`src/rtl/psram_arb_pkg.sv`:
```
// Shared definitions for the three-channel PSRAM arbiter: FSM encoding,
// channel indices and the default starvation threshold.
package psram_arb_pkg;

   typedef enum logic [1:0] {
      IDLE = 2'd0,
      CMD  = 2'd1,
      XFER = 2'd2,
      DONE = 2'd3
   } state_t;

   localparam logic [1:0] CH_PIX = 2'd0;
   localparam logic [1:0] CH_AUD = 2'd1;
   localparam logic [1:0] CH_SYS = 2'd2;

   localparam int unsigned STARVE_LIMIT = 64;

   // Index of the set bit of a one-hot channel vector (ch0 when empty).
   function automatic logic [1:0] onehot_idx(input logic [2:0] oh);
      logic [1:0] idx;
      idx = CH_PIX;
      if (oh[CH_SYS])
         idx = CH_SYS;
      else if (oh[CH_AUD])
         idx = CH_AUD;
      return idx;
   endfunction

endpackage

```
`src/rtl/psram_arb_pick.sv`:
```
// Winner selection for the PSRAM arbiter: starved ch2 first, then ch0,
// then ch1/ch2 round-robin. Owns the round-robin pointer and starvation counter.
module psram_arb_pick
   import psram_arb_pkg::*;
#(
   parameter int unsigned pStarveLimit = STARVE_LIMIT
) (
   input  logic       iClk,
   input  logic       iRst,
   input  logic [2:0] iReq,
   input  logic       iGntSys,
   input  logic       iArb,
   output logic [2:0] oWin
);

   localparam int unsigned CW = $clog2(pStarveLimit + 1);

   logic          r_ptr_sys;
   logic [CW-1:0] r_starve;
   logic          w_starved;
   logic [2:0]    w_win;

   assign w_starved = (r_starve >= CW'(pStarveLimit));
   assign oWin      = w_win;

   always_comb begin
      w_win = '0;
      if (iReq[CH_SYS] && w_starved)
         w_win[CH_SYS] = 1'b1;
      else if (iReq[CH_PIX])
         w_win[CH_PIX] = 1'b1;
      else if (r_ptr_sys) begin
         if (iReq[CH_SYS])
            w_win[CH_SYS] = 1'b1;
         else if (iReq[CH_AUD])
            w_win[CH_AUD] = 1'b1;
      end else begin
         if (iReq[CH_AUD])
            w_win[CH_AUD] = 1'b1;
         else if (iReq[CH_SYS])
            w_win[CH_SYS] = 1'b1;
      end
   end

   // Pointer only moves on ch1/ch2 grants; a ch0 grant leaves it untouched.
   always_ff @(posedge iClk or negedge iRst) begin
      if (!iRst) begin
         r_ptr_sys <= 1'b0;
         r_starve  <= '0;
      end else begin
         if (iArb && w_win[CH_AUD])
            r_ptr_sys <= 1'b1;
         else if (iArb && w_win[CH_SYS])
            r_ptr_sys <= 1'b0;

         if (iArb && w_win[CH_SYS])
            r_starve <= '0;
         else if (iReq[CH_SYS] && !iGntSys && !w_starved)
            r_starve <= r_starve + CW'(1);
      end
   end

endmodule

```
`src/rtl/psram_arbiter.sv`:
```
// Three-channel PSRAM arbiter: grants one requester at a time and steers its
// command, write data and read data to/from a single PSRAM controller.
module psram_arbiter
   import psram_arb_pkg::*;
#(
   parameter int unsigned pAddrWidth   = 23,
   parameter int unsigned pDataWidth   = 16,
   parameter int unsigned pLenWidth    = 8,
   parameter int unsigned pStarveLimit = STARVE_LIMIT
) (
   input  logic                    iClk,
   input  logic                    iRst,
   input  logic [2:0]              iReq,
   input  logic [2:0]              iWr,
   input  logic [3*pAddrWidth-1:0] iAddr,
   input  logic [3*pLenWidth-1:0]  iLen,
   input  logic [3*pDataWidth-1:0] iWd,
   output logic [2:0]              oGnt,
   output logic [2:0]              oWdRdy,
   output logic [2:0]              oRdVld,
   output logic [pDataWidth-1:0]   oRd,
   output logic [2:0]              oDone,
   output logic                    oMemReq,
   output logic                    oMemWr,
   output logic [pAddrWidth-1:0]   oMemAddr,
   output logic [pLenWidth-1:0]    oMemLen,
   output logic [pDataWidth-1:0]   oMemWd,
   input  logic                    iMemAck,
   input  logic                    iMemWdRdy,
   input  logic                    iMemRdVld,
   input  logic [pDataWidth-1:0]   iMemRd,
   input  logic                    iMemDone
);

   logic [1:0]            r_rst_sync;
   logic                  w_rst_n;
   state_t                r_state;
   state_t                w_next;
   logic [2:0]            r_gnt;
   logic                  r_wr;
   logic [pAddrWidth-1:0] r_addr;
   logic [pLenWidth-1:0]  r_len;
   logic [2:0]            w_win;
   logic                  w_arb;
   logic [1:0]            w_widx;
   logic [1:0]            w_gidx;
   logic [pDataWidth-1:0] w_gnt_wd;

   // Assertion is immediate; release takes two clock edges.
   always_ff @(posedge iClk or negedge iRst) begin
      if (!iRst)
         r_rst_sync <= '0;
      else
         r_rst_sync <= {r_rst_sync[0], 1'b1};
   end
   assign w_rst_n = r_rst_sync[1];

   assign w_arb    = (r_state == IDLE) && (|iReq);
   assign w_widx   = onehot_idx(w_win);
   assign w_gidx   = onehot_idx(r_gnt);
   assign w_gnt_wd = iWd[w_gidx*pDataWidth +: pDataWidth];

   psram_arb_pick #(
      .pStarveLimit (pStarveLimit)
   ) u_pick (
      .iClk    (iClk),
      .iRst    (w_rst_n),
      .iReq    (iReq),
      .iGntSys (r_gnt[CH_SYS]),
      .iArb    (w_arb),
      .oWin    (w_win)
   );

   always_ff @(posedge iClk or negedge w_rst_n) begin
      if (!w_rst_n)
         r_state <= IDLE;
      else
         r_state <= w_next;
   end

   always_comb begin
      w_next = r_state;
      case (r_state)
         IDLE:    if (|iReq) w_next = CMD;
         CMD:     if (iMemAck) w_next = iMemDone ? DONE : XFER;
         XFER:    if (iMemDone) w_next = DONE;
         DONE:    w_next = IDLE;
         default: w_next = IDLE;
      endcase
   end

   always_ff @(posedge iClk or negedge w_rst_n) begin
      if (!w_rst_n) begin
         r_gnt  <= '0;
         r_wr   <= 1'b0;
         r_addr <= '0;
         r_len  <= '0;
      end else if (w_arb) begin
         r_gnt  <= w_win;
         r_wr   <= iWr[w_widx];
         r_addr <= iAddr[w_widx*pAddrWidth +: pAddrWidth];
         r_len  <= iLen[w_widx*pLenWidth +: pLenWidth];
      end else if (r_state == DONE) begin
         r_gnt  <= '0;
      end
   end

   assign oGnt     = r_gnt;
   assign oMemWr   = r_wr;
   assign oMemAddr = r_addr;
   assign oMemLen  = r_len;

   always_comb begin
      oMemReq = 1'b0;
      oWdRdy  = '0;
      oRdVld  = '0;
      oRd     = '0;
      oMemWd  = '0;
      oDone   = '0;
      case (r_state)
         CMD:  oMemReq = 1'b1;
         XFER: begin
            oWdRdy = r_gnt & {3{iMemWdRdy}};
            oRdVld = r_gnt & {3{iMemRdVld}};
            oRd    = iMemRd;
            oMemWd = w_gnt_wd;
         end
         DONE: oDone = r_gnt;
         default: ;
      endcase
   end

endmodule

```
`config.mk`:
```
export PLATFORM = sky130hd
export DESIGN_NAME = psram_arbiter
export DESIGN_NICKNAME = d
export VERILOG_FILES = /design/src/rtl/psram_arb_pkg.sv /design/src/rtl/psram_arb_pick.sv /design/src/rtl/psram_arbiter.sv
export SDC_FILE = /design/constraint.sdc
export NUM_CORES = 1
export LEC_CHECK = 0
export CORE_AREA = 2 2 95 97
export CTS_CLUSTER_SIZE = 30
export DETAILED_ROUTE_END_ITERATION = 7
export DIE_AREA = 0 0 97 99
export DONT_BUFFER_PORTS = 1
export PLACE_DENSITY = 0.62
export SLEW_MARGIN = 20
export SYNTH_ARGS = -nofsm -noshare
export SYNTH_HDL_FRONTEND = slang
export SYNTH_SLANG_ARGS = --single-unit
export TNS_END_PERCENT = 10
```
`constraint.sdc`:
```
create_clock -name iClk -period 1.55 [get_ports iClk]
set_input_delay 0.155 -clock iClk [delete_from_list [all_inputs] [get_ports iClk]]
set_output_delay 0.155 -clock iClk [all_outputs]
set_load 0.005 [all_outputs]
```
==> impl_metrics.ini <==
[run_status]
status = finished with violations
violations = negative setup slack

[logic_synthesis]
synth_area_leader_cell = dfrtp_1
syn_nets = 525
async_flop_share_pct = 100
ys.flop_type = dfrtp_1
synth_cell_types = 37
synth-seq-area-share_pct = 37.2
synthTopCellsByArea = dfrtp_1, mux2i_1, o221ai_1
syn_avg_cell_area_um2 = 9.06
synth_area_mm2 = 0.00316
ys_warn_count = 0
synth_top_area_share_pct = 37.2
synth_edf_count = 0
ys_ff_latch = 47
synth_cells = 349

[worst_setup_path]
required_ns = 1.39
end_kind = output port
path_max_fanout = 4
setup.worst_path.class = flip-flop to output port
crit_family = flip-flops
arrival_ns = 1.43
max_stage_delay_ns = 0.45
cp_slowest_cell = dfrtp_2
path_cells = buf_6 -> mux2i_1 -> o21ai_1 -> and2_4
critical_path_buf_inv_count = 1
startpoint_type = flip-flop

[timing]
setup_viol = 2
fin_ws_ns = -0.0334
period_minus_slack_ns = 1.58
timing.final.crit_share_pct = 102
final-hold-violation-count = 0
drv_slew = 0
whs_ns = 0.0195
rsz0062_at_grt = yes
fmax_ghz = 0.632
setup_tns_ns = -0.0423
fin_skew_ns = 0.00547

[grt]
first_global_vias = 2701
antenna_found_initial = 0
grt_max_degree = 38
grt_usage_pct = 18.0
grt_pass1_wl_um = 13700
overflow = 0

[floorplanning]
die_x_um = 97
std_cell_rows = 34
core_mm2 = 0.00855
initial_core_util_pct = 37.0
die_area_mm2 = 0.00960
die_y_um = 99
ioPinCount = 246

[layout]
multi_input_area_mm2 = 0.00172
fillers = 822
area_growth_pct = 13.6
nNetsFinal = 533
fin_cells = 466
drive_above_1_share_pct = 13.7
seq_area_mm2 = 0.00118
antennaDiodeCount = 0

[detailed_routing]
via_count = 2680
drt_iter0_markers = 114
first_pass_iters = 4
ant_nets = 0
via_per_inst = 5.75
wl_um = 9190
drc = 0
wire_per_inst_um = 19.7

[clock_tree]
cts_root_buf = clkbuf_8
cts_buffers = 5
cts_tree = yes
clk_pin_slew_ns = 0.09
cts_buffer_depth = 2
htree_num_levels = 2
cts.sinks = 47
clock_latency_ns = 0.30

[placed_design]
pre_cts_ws_ns = 0.000985
port_buffers = 0
placedCellCount = 450
dp.final_hpwl_um = 6960
place.gp.congestion = 0.840

[pwr]
leakagePower_nw = 1.79
power_mw = 6.16
peakVddDrop_mv = 0.651
power_density_mw_per_mm2 = 1720

[worst_hold_path]
hold_class = primary input to flip-flop

[flow_run]
max_cap_violations = 0
==> per-stage QoR <==
stage,util [%],instance area (um2)
6_report,42.0,3590
5_1_grt,42.0,3590
4_1_cts,41.4,3540
3_5_place_dp,39.1,3350
3_3_place_gp,39.1,3350
2_1_floorplan,-,3160
==> placed cells by master, fill, tap and decap left out, types with 7 or more instances in the layout <==
master / count
buf_4: 12
nor2_1: 8
o21ai_0: 10
buf_12: 7
and3_1: 7
o21ai_1: 11
inv_1: 37
o221ai_1: 30
mux2i_1: 48
nand2_1: 54
and2_1: 30
dfrtp_1: 44
==> layout make-up <==
cell class	instances	area share (%)
clock inverter	1	0.139
multi-input combinational	238	48.0
sequential	47	32.9
tap	108	3.76
inverter	39	4.08
timing repair buffer	26	9.03
clock buffer	7	2.13
==> logic make-up after synthesis <==
kind of cell	count (synthesis)	synth area share (%)
xor gates and xnor gates	5	1.39
muxes	48	15.2
and+or+nand+nor	112	17.7
DFF	47	37.2
AOI/OAI and AO/OA	65	15.9
other	1	0.119
buffers and inverters	64	9.74
adders and majority gates	7	2.77
==> flip-flops by register name, summed over array words and instances, names as in the netlist <==
signal	flops
r_rst_sync	2
oMemAddr	23
u_pick.r_starve	7
oMemLen	8
u_pick.r_ptr_sys	1
oMemWr	1
oGnt	3
r_state	2
==> cell usage after synthesis (2+ instances only) <==
cell      count
nand4_1       3
and3_1        7
and2_1       35
o21ai_1       4
o21ai_0      17
a21oi_1       2
ha_1          7
buf_12        3
mux2i_1      48
nor2b_1       2
nand2_1      54
dfrtp_1      47
o221ai_1     31
inv_1        38
xor2_1        4
clkbuf_1     14
nor2_1        8
buf_2         6
==> final timing paths <==
check | cells after the start | start | end | slack (ns)
setup / recovery | 4 | oGnt[1] | oMemWd[15] | -0.03
hold / removal | 2 | iReq[2] | oGnt[2] | 0.02
setup reg to reg | 5 | r_state[1] | r_state[0] | -0.01
hold reg to reg | 0 | r_rst_sync[1] | oMemLen[5] | 0.13
max in group asynchronous | 1 | r_rst_sync[1] | oGnt[1] | 0.94
min in group asynchronous | 1 | iRst | r_rst_sync[1] | 0.08
==> power by group <==
group / internal (mW) / switching (mW)
Sequential: 1.78 / 0.496
Combinational: 1.54 / 1.62
Clock: 0.318 / 0.408
Total: 3.63 / 2.52
==> routing by layer <==
metal,global-route usage [%],vias to the layer above,routed length (um)
li1,-,1218,-
met1,19.2,1263,3210
met2,33.6,184,4870
met3,5.53,15,919
met4,5.85,0,188
met5,0,-,0
==> worst reg2reg max path, cell delays in order, from the launching register on <==
cell and delay, ns:
dfrtp_1 0.41, buf_6 0.13, ha_4 0.18, a222oi_1 0.40, o21ai_1 0.14, a22oi_1 0.21
==> repair_timing <==
| action | CTS | global route |
|---|---|---|
| gates cloned | 1 | 0 |
| resized for setup | 18 | 13 |
| buffers inserted | 4 | 2 |
| endpoints found under the hold margin | 2 | 0 |
| setup endpoints to repair | 44 | 49 |
| hold buffers | 1 | 0 |
| pin swaps | 1 | 4 |
Power figures use the tool's default switching activity.
